`src/rtl/reg_resultado_alu.sv`:
```
// Registered execute-stage output buffer: captures the adder result, derives the
// RV32I compare/branch flags and hands them downstream through a two-entry skid buffer.
module reg_resultado_alu #(
  parameter int WIDTH = 32,
  parameter int CNT_W = 32
) (
  input  logic             clk,
  input  logic             rst,
  input  logic [WIDTH-1:0] a,
  input  logic [WIDTH-1:0] b,
  input  logic             resta,
  input  logic [WIDTH-1:0] Y,
  input  logic             in_valid,
  output logic             in_ready,
  output logic [WIDTH-1:0] res,
  output logic             zero,
  output logic             neg,
  output logic             carry,
  output logic             ovf,
  output logic             menor,
  output logic             menor_u,
  output logic             out_valid,
  input  logic             out_ready,
  output logic [CNT_W-1:0] cuenta
);

  localparam int ENT_W = WIDTH + 6;

  // Entry layout: {res, zero, neg, carry, ovf, menor, menor_u}
  function automatic logic [ENT_W-1:0] pack_flags(
    input logic [WIDTH-1:0] fa,
    input logic [WIDTH-1:0] fb,
    input logic             fresta,
    input logic [WIDTH-1:0] fy
  );
    logic [WIDTH-1:0] b_x;
    logic [WIDTH:0]   suma;
    logic             f_carry, f_ovf, f_menor, f_menor_u;
    b_x       = fb ^ {WIDTH{fresta}};
    suma      = {1'b0, fa} + {1'b0, b_x} + {{WIDTH{1'b0}}, fresta};
    f_carry   = suma[WIDTH];
    if (fresta)
      f_ovf = (fa[WIDTH-1] != fb[WIDTH-1]) && (fy[WIDTH-1] != fa[WIDTH-1]);
    else
      f_ovf = (fa[WIDTH-1] == fb[WIDTH-1]) && (fy[WIDTH-1] != fa[WIDTH-1]);
    f_menor   = fresta & (fy[WIDTH-1] ^ f_ovf);
    f_menor_u = fresta & ~f_carry;
    return {fy, (fy == '0), fy[WIDTH-1], f_carry, f_ovf, f_menor, f_menor_u};
  endfunction

  // Stage p0: flags derived combinationally from the input-side values
  logic [ENT_W-1:0] ent_p0;
  logic             acc_p0;

  assign ent_p0 = pack_flags(a, b, resta, Y);
  assign acc_p0 = in_valid & in_ready;

  // Stage p1: main register (drives outputs) plus one skid entry
  logic [ENT_W-1:0] ent_p1, ent_sk;
  logic             vld_p1, vld_sk;
  logic             main_free, xfer, vld_sk_nxt;

  assign xfer      = vld_p1 & out_ready;
  assign main_free = ~vld_p1 | out_ready;

  always_comb begin
    vld_sk_nxt = vld_sk;
    if (main_free) begin
      if (vld_sk) vld_sk_nxt = acc_p0;
    end else if (acc_p0) begin
      vld_sk_nxt = 1'b1;
    end
  end

  always_ff @(posedge clk or posedge rst) begin
    if (rst) begin
      ent_p1   <= '0;
      ent_sk   <= '0;
      vld_p1   <= 1'b0;
      vld_sk   <= 1'b0;
      in_ready <= 1'b0;
      cuenta   <= '0;
    end else begin
      vld_sk   <= vld_sk_nxt;
      in_ready <= ~vld_sk_nxt;
      if (xfer) cuenta <= cuenta + CNT_W'(1);
      if (main_free) begin
        if (vld_sk) begin
          ent_p1 <= ent_sk;
          vld_p1 <= 1'b1;
          if (acc_p0) ent_sk <= ent_p0;
        end else if (acc_p0) begin
          ent_p1 <= ent_p0;
          vld_p1 <= 1'b1;
        end else begin
          vld_p1 <= 1'b0;
        end
      end else if (acc_p0) begin
        ent_sk <= ent_p0;
      end
    end
  end

  assign out_valid = vld_p1;
  assign {res, zero, neg, carry, ovf, menor, menor_u} = ent_p1;

endmodule

```
`config.mk`:
```
export PLATFORM = sky130hd
export DESIGN_NAME = reg_resultado_alu
export DESIGN_NICKNAME = d
export VERILOG_FILES = /design/src/rtl/reg_resultado_alu.sv
export SDC_FILE = /design/constraint.sdc
export NUM_CORES = 1
export LEC_CHECK = 0
export ABC_AREA = 1
export BUFFER_PORTS_ARGS = -buffer_cell sky130_fd_sc_hd__buf_2
export CAP_MARGIN = 20
export CELL_PAD_IN_SITES_DETAIL_PLACEMENT = 2
export CELL_PAD_IN_SITES_GLOBAL_PLACEMENT = 2
export CORE_ASPECT_RATIO = 1.2
export CORE_MARGIN = 2
export CORE_UTILIZATION = 28
export CTS_BUF_LIST = sky130_fd_sc_hd__clkbuf_4
export CTS_CLUSTER_DIAMETER = 100
export DETAILED_ROUTE_END_ITERATION = 6
export PLACE_DENSITY_LB_ADDON = 0.1
export SYNTH_ARGS = -nofsm -noshare
export SYNTH_HDL_FRONTEND = slang
export SYNTH_SLANG_ARGS = --single-unit
```
`constraint.sdc`:
```
create_clock -name clk -period 3.1 [get_ports clk]
set_input_delay 0.31 -clock clk [delete_from_list [all_inputs] [get_ports clk]]
set_output_delay 0.31 -clock clk [all_outputs]
set_load 0.01 [all_outputs]
```
# Word level (Yosys, flattened, before mapping)

Cells that the tools add are included.

Add/sub/neg operators: 3
Equal/unequal tests: 4
Mux-type cells: 11
Bitwise logic cells: 10
Reduce and logical (&&, ||, !) cells: 5

Operators by type and width:

| cell                                                             | number |
|---|---|
| 38-bit 2-to-1 mux                                                | 5 |
| 32-bit by 32-bit adder with 33-bit output                        | 1 |
| 33-bit by 1-bit adder with 33-bit output                         | 1 |
| 32-bit by 1-bit adder with 32-bit output (second input constant) | 1 |
| 32-bit logical NOT                                               | 1 |
| 32-bit XOR                                                       | 1 |
| 1-bit 2-to-1 mux                                                 | 6 |
| 1-bit bitwise AND                                                | 4 |
| 1-bit inverter                                                   | 3 |
| 1-bit logical AND                                                | 2 |
| 1-bit inequality test                                            | 2 |
| 2-bit inequality test (second input constant)                    | 1 |
| 2-bit AND reduction                                              | 1 |
| 2-bit nonzero test                                               | 1 |
| 1-bit equality test                                              | 1 |
| 1-bit bitwise OR                                                 | 1 |
| 1-bit XOR                                                        | 1 |

Register bits: 111
Input port bits: 101
Output and inout port bits: 72
Logic and storage cells: 39

# Depth between registers and ports, before layout

Gate-level depths: netlist (run 1).

Depth after elaboration: 8
Mapped depth: 17
Gate-level depth less buffers: 15

# Worst setup path before layout (run 1)

Ideal clock, no wire load.

Kind: in2reg
Start: in resta
End: reg ent_p1[3]
Library setup time: 121 ps
Arrival: 1907 ps
Data required time: 2979 ps
Path slack: 1073 ps
Cell stages on the path: 14
Path buffers: 2
Path through: clkbuf_1 > buf_2 > xor2_1 > ha_1 > nand2_1 > inv_1 > o21ai_1 > nand2_1 > nand2_1 > o211ai_1 > a21oi_1 > nand2_1 > o21ai_1 > nand2_1

Word-level cells in the longest chain between the ends: 5

RTL lines:

| item                                         | line | text |
|---|---|---|
| start: declaration                           | 11   | `input logic resta,` |
| 32-bit XOR                                   | 39   | `b_x = fb ^ {WIDTH{fresta}};` |
| 32-bit by 32-bit adder with 33-bit output    | 40   | `suma = {1'b0, fa} + {1'b0, b_x} + {{WIDTH{1'b0}}, fresta};` |
| 33-bit by 1-bit adder with 33-bit output (*) | 40   |  |
| 38-bit 2-to-1 mux (*)                        | 92   | `end else if (acc_p0) begin` |
| 38-bit 2-to-1 mux (*)                        | 88   | `if (vld_sk) begin` |
| end signal: assignment                       | 89   | `ent_p1 <= ent_sk;` |
| end signal: assignment                       | 93   | `ent_p1 <= ent_p0;` |
| end: declaration                             | 59   | `logic [ENT_W-1:0] ent_p1, ent_sk;` |

Mark *: on every way between the ends. The rest lies on a longest branch, timed or not. The select of a mux whose other input is x is not followed.
A chain may end at the register's enable or synchronous reset.

# Worst setup path after layout (run 1)

Start: reg vld_sk
End: reg ent_sk[0]

Word-level cells in the longest chain between the ends: 1

RTL lines:

| item                            | line | text |
|---|---|---|
| start: declaration              | 60   | `logic vld_p1, vld_sk;` |
| start signal: assignment        | 84   | `vld_sk <= vld_sk_nxt;` |
| 2-bit inequality test (no line) | -    |  |
| end signal: assignment          | 91   | `if (acc_p0) ent_sk <= ent_p0;` |
| end signal: assignment          | 99   | `ent_sk <= ent_p0;` |
| end: declaration                | 59   |  |

Every way passes these cells.

==> impl_metrics.yaml, run 1 <==
run_status:
  status: "finished clean"
floorplanning:
  die-area_um2: 22100
  rows: 57
  start_util_pct: 28.73
  die_h_um: 162.5
  core_um2: 20400
  io_pins: 173
  die_x_um: 136.1
finish:
  instances_no_fill: 1142
  nFillCells: 2367
  nNetsFinal: 1002
  drive_above_1_share_pct: 25.74
  syn_to_final_growth_pct: 25.15
route:
  wire_per_inst_um: 16.43
  wl_um: 18770
  ant_nets: 0
  vias_per_cell: 4.688
  dr.pass1.iters: 4
  dr_total_vias: 5354
  first_iter_violations: 163
  drc: 0
clocking:
  cts.sinks: 109
  cts-buffers-inserted: 9
  cts_tree: "built"
  clock_latency_ns: 0.49
  clkTransAtPathRegs_ns: 0.20
  ctsLongestPathBuffers: 2
  cts-root-buf: "clkbuf_4"
  h-tree-depth: 3
  cts_setup_buffers: 0
  cts_resized: 0
setup_path:
  r2r_start: "vld_sk"
  r2r_slack_ns: 1.00
  cp_data_arrival_time_ns: 2.43
  worstSetupStartpoint: "vld_sk"
  worstPathMaxFanout: 38
  crit_required_ns: 3.43
  cp-start-kind: "flop"
  critPathKind: "reg2reg"
  end_kind: "flop"
synth:
  ys_top_cells_by_area: "dfrtp_1, nand2_1, xor2_1, ha_1, a31oi_1"
  syn_avg_cell_area_um2: 8.419
  synth_compound_area_share_pct: 6.791
  synth_area_leader_cell: "dfrtp_1"
  syn_area_um2: 5859
  synth_top_family_by_area: "simple AND/OR/NAND/NOR gates"
  synth_top_area_share_pct: 46.55
  synth-simple-area-share_pct: 25.97
  synthMuxAreaShare_pct: 0
  synthXorXnorAreaFrac_pct: 8.969
  synth_seq_cells: 109
  ys_warn_count: 0
  synthAdderAreaFrac_pct: 6.833
  ys_seq_area_share_pct: 46.55
  syn-instance-count: 696
  synth_fp_nets: 829
  ys_types: 31
power:
  seq_power_share_pct: 42.6
  clockPowerShare_pct: 16.9
  ir_worst_vdd_v: 0.0003977
  swShare_pct: 42.03
  powerDensity_nw_per_um2: 722.4
  p_int_uw: 3071
  p_switching_uw: 2226
  combPwrFrac_pct: 40.5
  power.leakage_uw: 0.003863
  totalPowerFinal_uw: 5297
global_route:
  grt_pass1_vias: 6051
  grt_util_all_layers_pct: 17.72
  grt-ovfl-total: 0
  grt_pass1_wl_um: 30850
  grt_max_degree: 84
  antenna_found_initial: 5
timing:
  whs_ns: 0.05067
  setup_ws_ns: 1.004
  setup_viol: 0
  fin_crit_ns: 2.096
  max_slew.worst_pin.slew_ns: 0.6900
  setup_tns_ns: 0
  grt_setup_unrepaired: "no"
  clock_skew_ns: 0.03217
  hold_violations: 0
  slew_headroom_pct: 53.93
  timing.fmax_ghz: 0.4772
  drv_slew: 0
  post-route-period-util_pct: 67.60
place:
  place.gp.congestion: 0.8098
  dpl.cell_count: 1111
  place_worst_setup_slack_ns: 0.6380
  place_hpwl_um: 14200
  numPortBuffers: 172
worst_hold_path:
  min-delay-start: "Y[0]"
  hp-class: "in2reg"
job:
  drv_cap: 0
[registers in the layout (all words and copies together), names as in the netlist]
register	count
ent_sk	37
in_ready	1
out_valid	1
cuenta	32
vld_sk	1
ent_p1	37
[logic make-up (layout without fill, tap and decap cells)]
| logic type | Yosys count | after routing |
|---|---|---|
| and+or+nand+nor | 352 | 352 |
| DFF | 109 | 109 |
| buffers and inverters | 73 | 251 |
| AOI/OAI and AO/OA | 70 | 70 |
| xor gates and xnor gates | 60 | 60 |
| adders and majority gates | 32 | 32 |
| other | 0 | 3 |
[cell usage in the layout (no fill, tap or decap), types with 8 or more instances in the layout]
master | Yosys | final
nand2_1 | 234 | 234
buf_2 | 7 | 172
dfrtp_1 | 109 | 109
nor2_1 | 53 | 53
xor2_1 | 52 | 52
inv_1 | 38 | 37
a31oi_1 | 32 | 32
ha_1 | 32 | 32
a21oi_1 | 27 | 26
nor4_1 | 13 | 13
nand4_1 | 11 | 11
dlygate4sd3_1 | 0 | 11
nand3_1 | 10 | 10
clkbuf_4 | 0 | 10
inv_2 | 8 | 8
nand2_2 | 8 | 8
nor3_1 | 8 | 8
xnor2_1 | 8 | 8
[what timing repair did]
action / 4_1_cts / 5_1_grt
hold buffers: 11 / 0
endpoints found under the hold margin: 36 / 0
endpoints found under the setup margin: 0 / 0
[final cells by class]
type | count | area [um2] | area share (%)
multi-input cells | 514 | 2856 | 38.95
inverters | 46 | 176.4 | 2.406
repair buffers | 189 | 1054 | 14.37
diodes | 3 | 7.507 | 0.1024
well taps | 265 | 331.6 | 4.521
clock buffers | 10 | 75.07 | 1.024
flip-flops and latches | 109 | 2728 | 37.20
clock inverters | 6 | 105.1 | 1.433
[cells in the mapped netlist]
cell type  number
clkbuf_1       16
inv_1          38
nor3_2          2
a21oi_1        27
or2_1           1
xor2_1         52
o211ai_1        2
o21ai_1         4
ha_1           32
buf_2           7
o21a_1          1
buf_1           3
a31oi_1        32
nand2_2         8
nor3_1          8
inv_2           8
nand4_1        11
nor2_2          3
buf_4           1
dfrtp_1       109
o21ai_0         4
nand3_1        10
nor2_4          4
nor4_2          2
nor2_1         53
nor4_4          1
nand3_2         1
xnor2_1         8
nor4_1         13
nand2_1       234
nand3b_1        1
[power by group through the flow]
stage | sequential, uW | clock (uW) | combinational (uW)
floorplan | 2370 | 0 | 1200
global placement | 2270 | 0 | 2080
CTS | 2270 | 936 | 2200
global route | 2340 | 985 | 2490
finish | 2260 | 894 | 2140
detailed placement | 2300 | 0 | 2180
[critical path, stage by stage, from the launching register on]
cell and delay, ns:
dfrtp_1 0.42, inv_1 0.08, buf_4 0.43, a21oi_4 0.22
inv_2 0.56, o21ai_0 0.21
[final timing paths]
kind                               to  depth (start not counted)
setup / recovery            ent_sk[0]                          5
hold / removal              ent_sk[6]                          3
setup reg to reg            ent_sk[0]                          5
hold reg to reg            cuenta[31]                          1
max in group asynchronous  ent_sk[34]                          4
min in group asynchronous  cuenta[31]                          3
[per-stage QoR]
stage                     area, um2  util, %
after floorplan                5863        -
after global placement         7015    34.39
after detailed placement       7015    34.39
after CTS                      7306    35.82
after global routing           7328    35.93
final                          7333    35.95
[routing by layer]
layer / up-vias / global-route usage (%) / share of wire [%]
li1: 2593 / - / -
met1: 2639 / 19.56 / 40
met2: 104 / 33.85 / 54
met3: 16 / 4.077 / 4.6
met4: 2 / 4.167 / 1.4
met5: - / 0 / 0.037
No activity file was read; power rests on OpenSTA's default activity.
==> inputs of run 2 (changes only) <==
clock period = 1.7 ns   (was 3.1 ns; I/O delays follow)
==> run 2 against run 1 <==
Compared with the run above:
- the run now ends with setup timing left
- non-clock buffer count grew 68
- utilization grew 3.1 points
- register-to-register slack lost 1.0 ns
- worst setup slack lost 1.0 ns
- final area grew 8.7%
- clock skew shrank 0.0086 ns
- via count grew 6.3%
- highest routed layer is now met4
==> impl_metrics.yaml, run 2 (synthesis gave the netlist of run 1 again) <==
run_status:
  status: "finished, violations left"
  violations: "setup timing"
worst_hold_path:
  min-delay-start: "out_ready"
  whs_path_depth: 4
  hp-class: "in2reg"
  hold_end: "out_valid"
clocking:
  cts-root-buf: "clkbuf_4"
  cts.sinks: 109
  clkTransAtPathRegs_ns: 0.19
  h-tree-depth: 3
  cts-buffers-inserted: 9
  cts_tree: "built"
  clock_latency_ns: 0.49
  ctsLongestPathBuffers: 2
floorplanning:
  io_pins: 173
  rows: 57
  die_h_um: 162.5
  start_util_pct: 28.73
  core_um2: 20400
  die-area_um2: 22100
  die_x_um: 136.1
place:
  place.gp.congestion: 0.7890
  numPortBuffers: 172
  dpl_cell_area_um2: 7276
  place_hpwl_um: 15270
timing:
  grt_setup_unrepaired: "yes"
  timing.fmax_ghz: 0.5845
  post-route-period-util_pct: 100.6
  setup_ws_ns: -0.01085
  setup_tns_ns: -0.01085
  hold_violations: 0
  setup_viol: 1
  slew_headroom_pct: 66.20
  clock_skew_ns: 0.02358
  drv_slew: 0
  max_slew.worst_pin.slew_ns: 0.5023
  fin_crit_ns: 1.711
  whs_ns: 0.04903
power:
  power.leakage_uw: 0.004226
  p_int_uw: 5709
  combPwrFrac_pct: 44.2
  clockPowerShare_pct: 14.2
  p_switching_uw: 4192
  ir_worst_vdd_v: 0.0004991
  seq_power_share_pct: 41.6
  powerDensity_nw_per_um2: 1242
  swShare_pct: 42.34
setup_path:
  r2r_start: "cuenta[1]"
  end_kind: "flop"
  slowest_stage: "dfrtp_1"
  worst_path_largest_cell_delay_ns: 0.42
  r2r_slack_ns: -0.01
  cp-start-kind: "flop"
  crit_required_ns: 2.14
  critPathKind: "reg2reg"
  r2r-end: "cuenta[30]"
  cp_data_arrival_time_ns: 2.15
  crit_chain: "ha_2, nand2_2, nor2_4, nand2_2, nor2_4, buf_6, nand4_1, buf_6, nor3_4, xor2_1"
  worstPathMaxFanout: 3
  ff2ff_path_depth: 10
finish:
  final_common_cell: "nand2_1"
  nFillCells: 2360
  syn_to_final_growth_pct: 36.07
  multi_input_area_um2: 2935
  utilization_pct: 39.09
  top_regs: "ent_p1 x37, ent_sk x37, cuenta x32"
  mostFrequentLayoutCells: "nand2_1, buf_2, dfrtp_1"
  design_area_um2: 7973
  drive_above_1_share_pct: 29.97
  seq_area_um2: 2728
  nNetsFinal: 1070
global_route:
  grt_pass1_vias: 6559
  grt-ovfl-total: 0
  antenna_found_initial: 1
  grt_pass1_wl_um: 33310
  grt_max_degree: 47
  grt_util_all_layers_pct: 19.20
route:
  wl_um: 20350
  dr.pass1.iters: 5
  ant_nets: 0
  met2WireLength_um: 11170
  wl_met3_um: 679
  wl_met1_um: 8097
  first_iter_violations: 130
  vias_per_cell: 4.713
  wire_per_inst_um: 16.84
  dr_total_vias: 5693
  drc: 0
  routed.top_layer: "met4"
job:
  drv_cap: 0
==> run 2: cell type report <==
type,count,share of cell area (%)
diodes,2,0.06277
clock buffers,9,0.8475
clock inverters,6,0.9102
inverters,46,2.244
multi-input cells,514,36.82
flip-flops and latches,109,34.21
well taps,265,4.159
repair buffers,257,20.75
==> run 2: repair_timing <==
| item | CTS | global route |
|---|---|---|
| buffers inserted | 10 | 3 |
| resized for setup | 3 | 20 |
| pin swaps | 2 | 4 |
| endpoints found under the setup margin | 44 | 46 |
| hold endpoints to repair | 117 | 0 |
| hold buffers | 33 | 0 |
| gates cloned | 0 | 1 |
==> run 2: per-layer routing <==
layer	vias to the layer above	GRT usage [%]
li1	2729	-
met1	2827	21.28
met2	113	37.03
met3	24	3.237
met4	0	5.398
met5	-	0
==> run 2: critical path: cells and delay by family (launching register included) <==
family	cells	cell delay, ns
simple gates	6	0.60
flops	1	0.42
buf+inv	2	0.29
fa+ha+maj	1	0.20
xor+xnor	1	0.16
==> run 2: per-stage QoR <==
stage,worst slack (ns),total power [uW],cells
4_1_cts,-0.01664,10030,1202
6_report,-0.01085,9902,1208
3_5_place_dp,-0.3526,8403,1144
2_1_floorplan,-0.05898,6518,696
3_3_place_gp,-0.2145,8136,1144
5_1_grt,-0.1296,10810,1208
==> run 2: how the worst max path moves through the flow <==
| stage | end | slack (ns) | start | depth (start not counted) |
|---|---|---|---|---|
| floorplan | ent_p1[3] | -0.06 | resta | 14 |
| global route | cuenta[30] | -0.13 | cuenta[1] | 10 |
| CTS | cuenta[30] | -0.02 | cuenta[1] | 10 |
| global placement | ent_p1[3] | -0.21 | resta | 12 |
| detailed placement | ent_p1[3] | -0.35 | resta | 12 |
| finish | cuenta[30] | -0.01 | cuenta[1] | 10 |
==> run 2: power by group through the flow <==
stage                     combinational (uW)  sequential (uW)  clock (uW)
after floorplan                         2200             4320           0
after global routing                    5010             4240        1570
final                                   4380             4120        1400
after CTS                               4410             4140        1480
after global placement                  4000             4140           0
after detailed placement                4190             4210           0
==> inputs of run 3 (changes only) <==
CORE_UTILIZATION = 30   (was 28)
CTS_BUF_LIST = sky130_fd_sc_hd__clkbuf_4 sky130_fd_sc_hd__clkbuf_8 sky130_fd_sc_hd__clkbuf_16   (was sky130_fd_sc_hd__clkbuf_4)
SKIP_LAST_GASP = 1   (was not set)
clock period = 1.93 ns   (was 1.7 ns; I/O delays follow)
==> run 3 against run 2 <==
Compared with the run above:
- non-clock buffer count down 60
- global-route usage down 0.31 points
- the run now ends clean
- worst setup slack better by 0.17 ns
- via count down 5.1%
- cell count down 5.1%
- wire length down 6.7%
- critical path type unchanged
- clock skew down 0.013 ns
==> impl_metrics.yaml, run 3 (synthesis gave the netlist of run 1 again) <==
run_status:
  status: "finished clean"
setup_path:
  crit_family: "simple AND/OR/NAND/NOR gates"
  ff2ff_path_depth: 10
  r2r_start: "cuenta[1]"
  path_buf_inv: 0
  r2r_slack_ns: 0.16
  crit_cells: 10
  end_kind: "flop"
  worstSetupStartpoint: "cuenta[1]"
  r2r-end: "cuenta[28]"
  crit_path_end: "cuenta[28]"
  crit_top_cell: "nand2_2"
  critPathKind: "reg2reg"
  cp-start-kind: "flop"
  worst_path_largest_cell_delay_ns: 0.40
  crit_required_ns: 2.21
  worstPathMaxFanout: 4
  slowest_stage: "dfrtp_1"
  cp_data_arrival_time_ns: 2.05
  crit_chain: "ha_2, nand2_1, nor2_2, nand2_2, nor2_4, nand2_2, nor2_4, nand2_2, nor4_4, xor2_1"
finish:
  nNetsFinal: 1010
  final_common_cell: "nand2_1"
  drive_above_1_share_pct: 27.89
  top_regs: "ent_p1 x37, ent_sk x37, cuenta x32"
  design_area_um2: 7522
  syn_to_final_growth_pct: 28.38
  mostFrequentLayoutCells: "nand2_1, buf_2, dfrtp_1"
  utilization_pct: 38.90
  instances_no_fill: 1146
worst_hold_path:
  hp-class: "in2reg"
place:
  dpl.cell_count: 1125
  numPortBuffers: 172
  place.gp.congestion: 0.8152
  dpl_cell_area_um2: 7171
  place_hpwl_um: 14820
route:
  drc: 0
  wl_um: 18980
  dr_total_vias: 5402
  wire_per_inst_um: 16.56
  vias_per_cell: 4.714
  ant_nets: 0
  first_iter_violations: 102
  dr.pass1.iters: 4
clocking:
  ctsLongestPathBuffers: 2
  cts.sinks: 109
  clkTransAtPathRegs_ns: 0.08
  cts-buffers-inserted: 9
  cts_tree: "built"
  clock_latency_ns: 0.35
  cts-root-buf: "clkbuf_16"
  h-tree-depth: 3
timing:
  setup_viol: 0
  timing.fmax_ghz: 0.5636
  slew_headroom_pct: 53.42
  grt_setup_unrepaired: "yes"
  hold_violations: 0
  post-route-period-util_pct: 91.93
  clock_skew_ns: 0.01025
  drv_slew: 0
  whs_ns: 0.07992
  max_slew.worst_pin.slew_ns: 0.6976
  fin_crit_ns: 1.774
power:
  powerDensity_nw_per_um2: 1221
  ir_worst_vdd_v: 0.0004969
  power.leakage_uw: 0.003965
global_route:
  grt-ovfl-total: 0
  antenna_found_initial: 2
  grt_pass1_wl_um: 31230
  grt_pass1_vias: 6267
  grt_util_all_layers_pct: 18.89
  grt_max_degree: 39
floorplanning:
  die_x_um: 131.6
  core_um2: 19340
  die_h_um: 157.1
  rows: 56
  start_util_pct: 30.30
  io_pins: 173
  die-area_um2: 20670
job:
  drv_cap: 0
run 3: changes by cell type in the layout (fill, tap and decap cells not counted), moves of 3 or more:
cell | before | now
clkbuf_16 | 1 | 9
dlygate4sd3_1 | 33 | 1
nor2_1 | 50 | 53
clkbuf_4 | 10 | 2
buf_4 | 44 | 20
buf_6 | 4 | 0
run 3: power by group:
part,switching (uW),total [uW],internal (uW)
combinational,2240,3570,1330
clock,897,1980,1080
sequential,503,3630,3130
total,3640,9180,5540
run 3: routing by layer:
metal  share of wire [%]  track usage, %  wire (um)  vias up
met5                   0               0          0        -
met4                0.99           5.124        187        0
met3                 3.9           3.188        749       14
met2                  55           37.32      10510      104
met1                  40           20.75       7529     2675
li1                    -               -          -     2609
run 3: area by class of cell:
class                           count  area [um2]
Tap cell                          261       326.6
Clock buffer                       12       254.0
Inverter                           46       178.9
Clock inverter                      4       56.30
Fill cell                        2267       11820
Sequential cell                   109        2728
Timing Repair Buffer              197        1101
Multi-Input combinational cell    514        2870
Antenna cell                        3       7.507
run 3: how the worst min path moves through the flow:
stage | from | end | slack, ns | cells after the start
3_3_place_gp | rst | ent_sk[27] | 0.33 | 2
3_5_place_dp | rst | cuenta[10] | 0.34 | 2
6_report | Y[10] | ent_sk[16] | 0.08 | 3
2_1_floorplan | Y[17] | ent_sk[23] | 0.31 | 2
5_1_grt | Y[10] | ent_sk[16] | 0.08 | 3
4_1_cts | Y[10] | ent_sk[16] | 0.06 | 3
run 3: timing repair:
action	4_1_cts	5_1_grt
endpoints found under the hold margin	24	0
resized for setup	0	5
hold buffers	1	0
setup buffers	0	1
setup endpoints to repair	0	6
run 3: through the flow:
step           setup slack, ns  total power (uW)    TNS (ns)
2_1_floorplan          0.01966              5732           0
3_3_place_gp          -0.07053              7106     -0.1818
3_5_place_dp           -0.1955              7334     -0.6390
4_1_cts                0.03956              9384           0
5_1_grt             -0.0005538              9988  -0.0005538
6_report                0.1557              9181           0
run 3: worst min-delay path, stage by stage:
cell and delay (ns):
buf_2 0.10, nand2_1 0.05, nand2_1 0.05
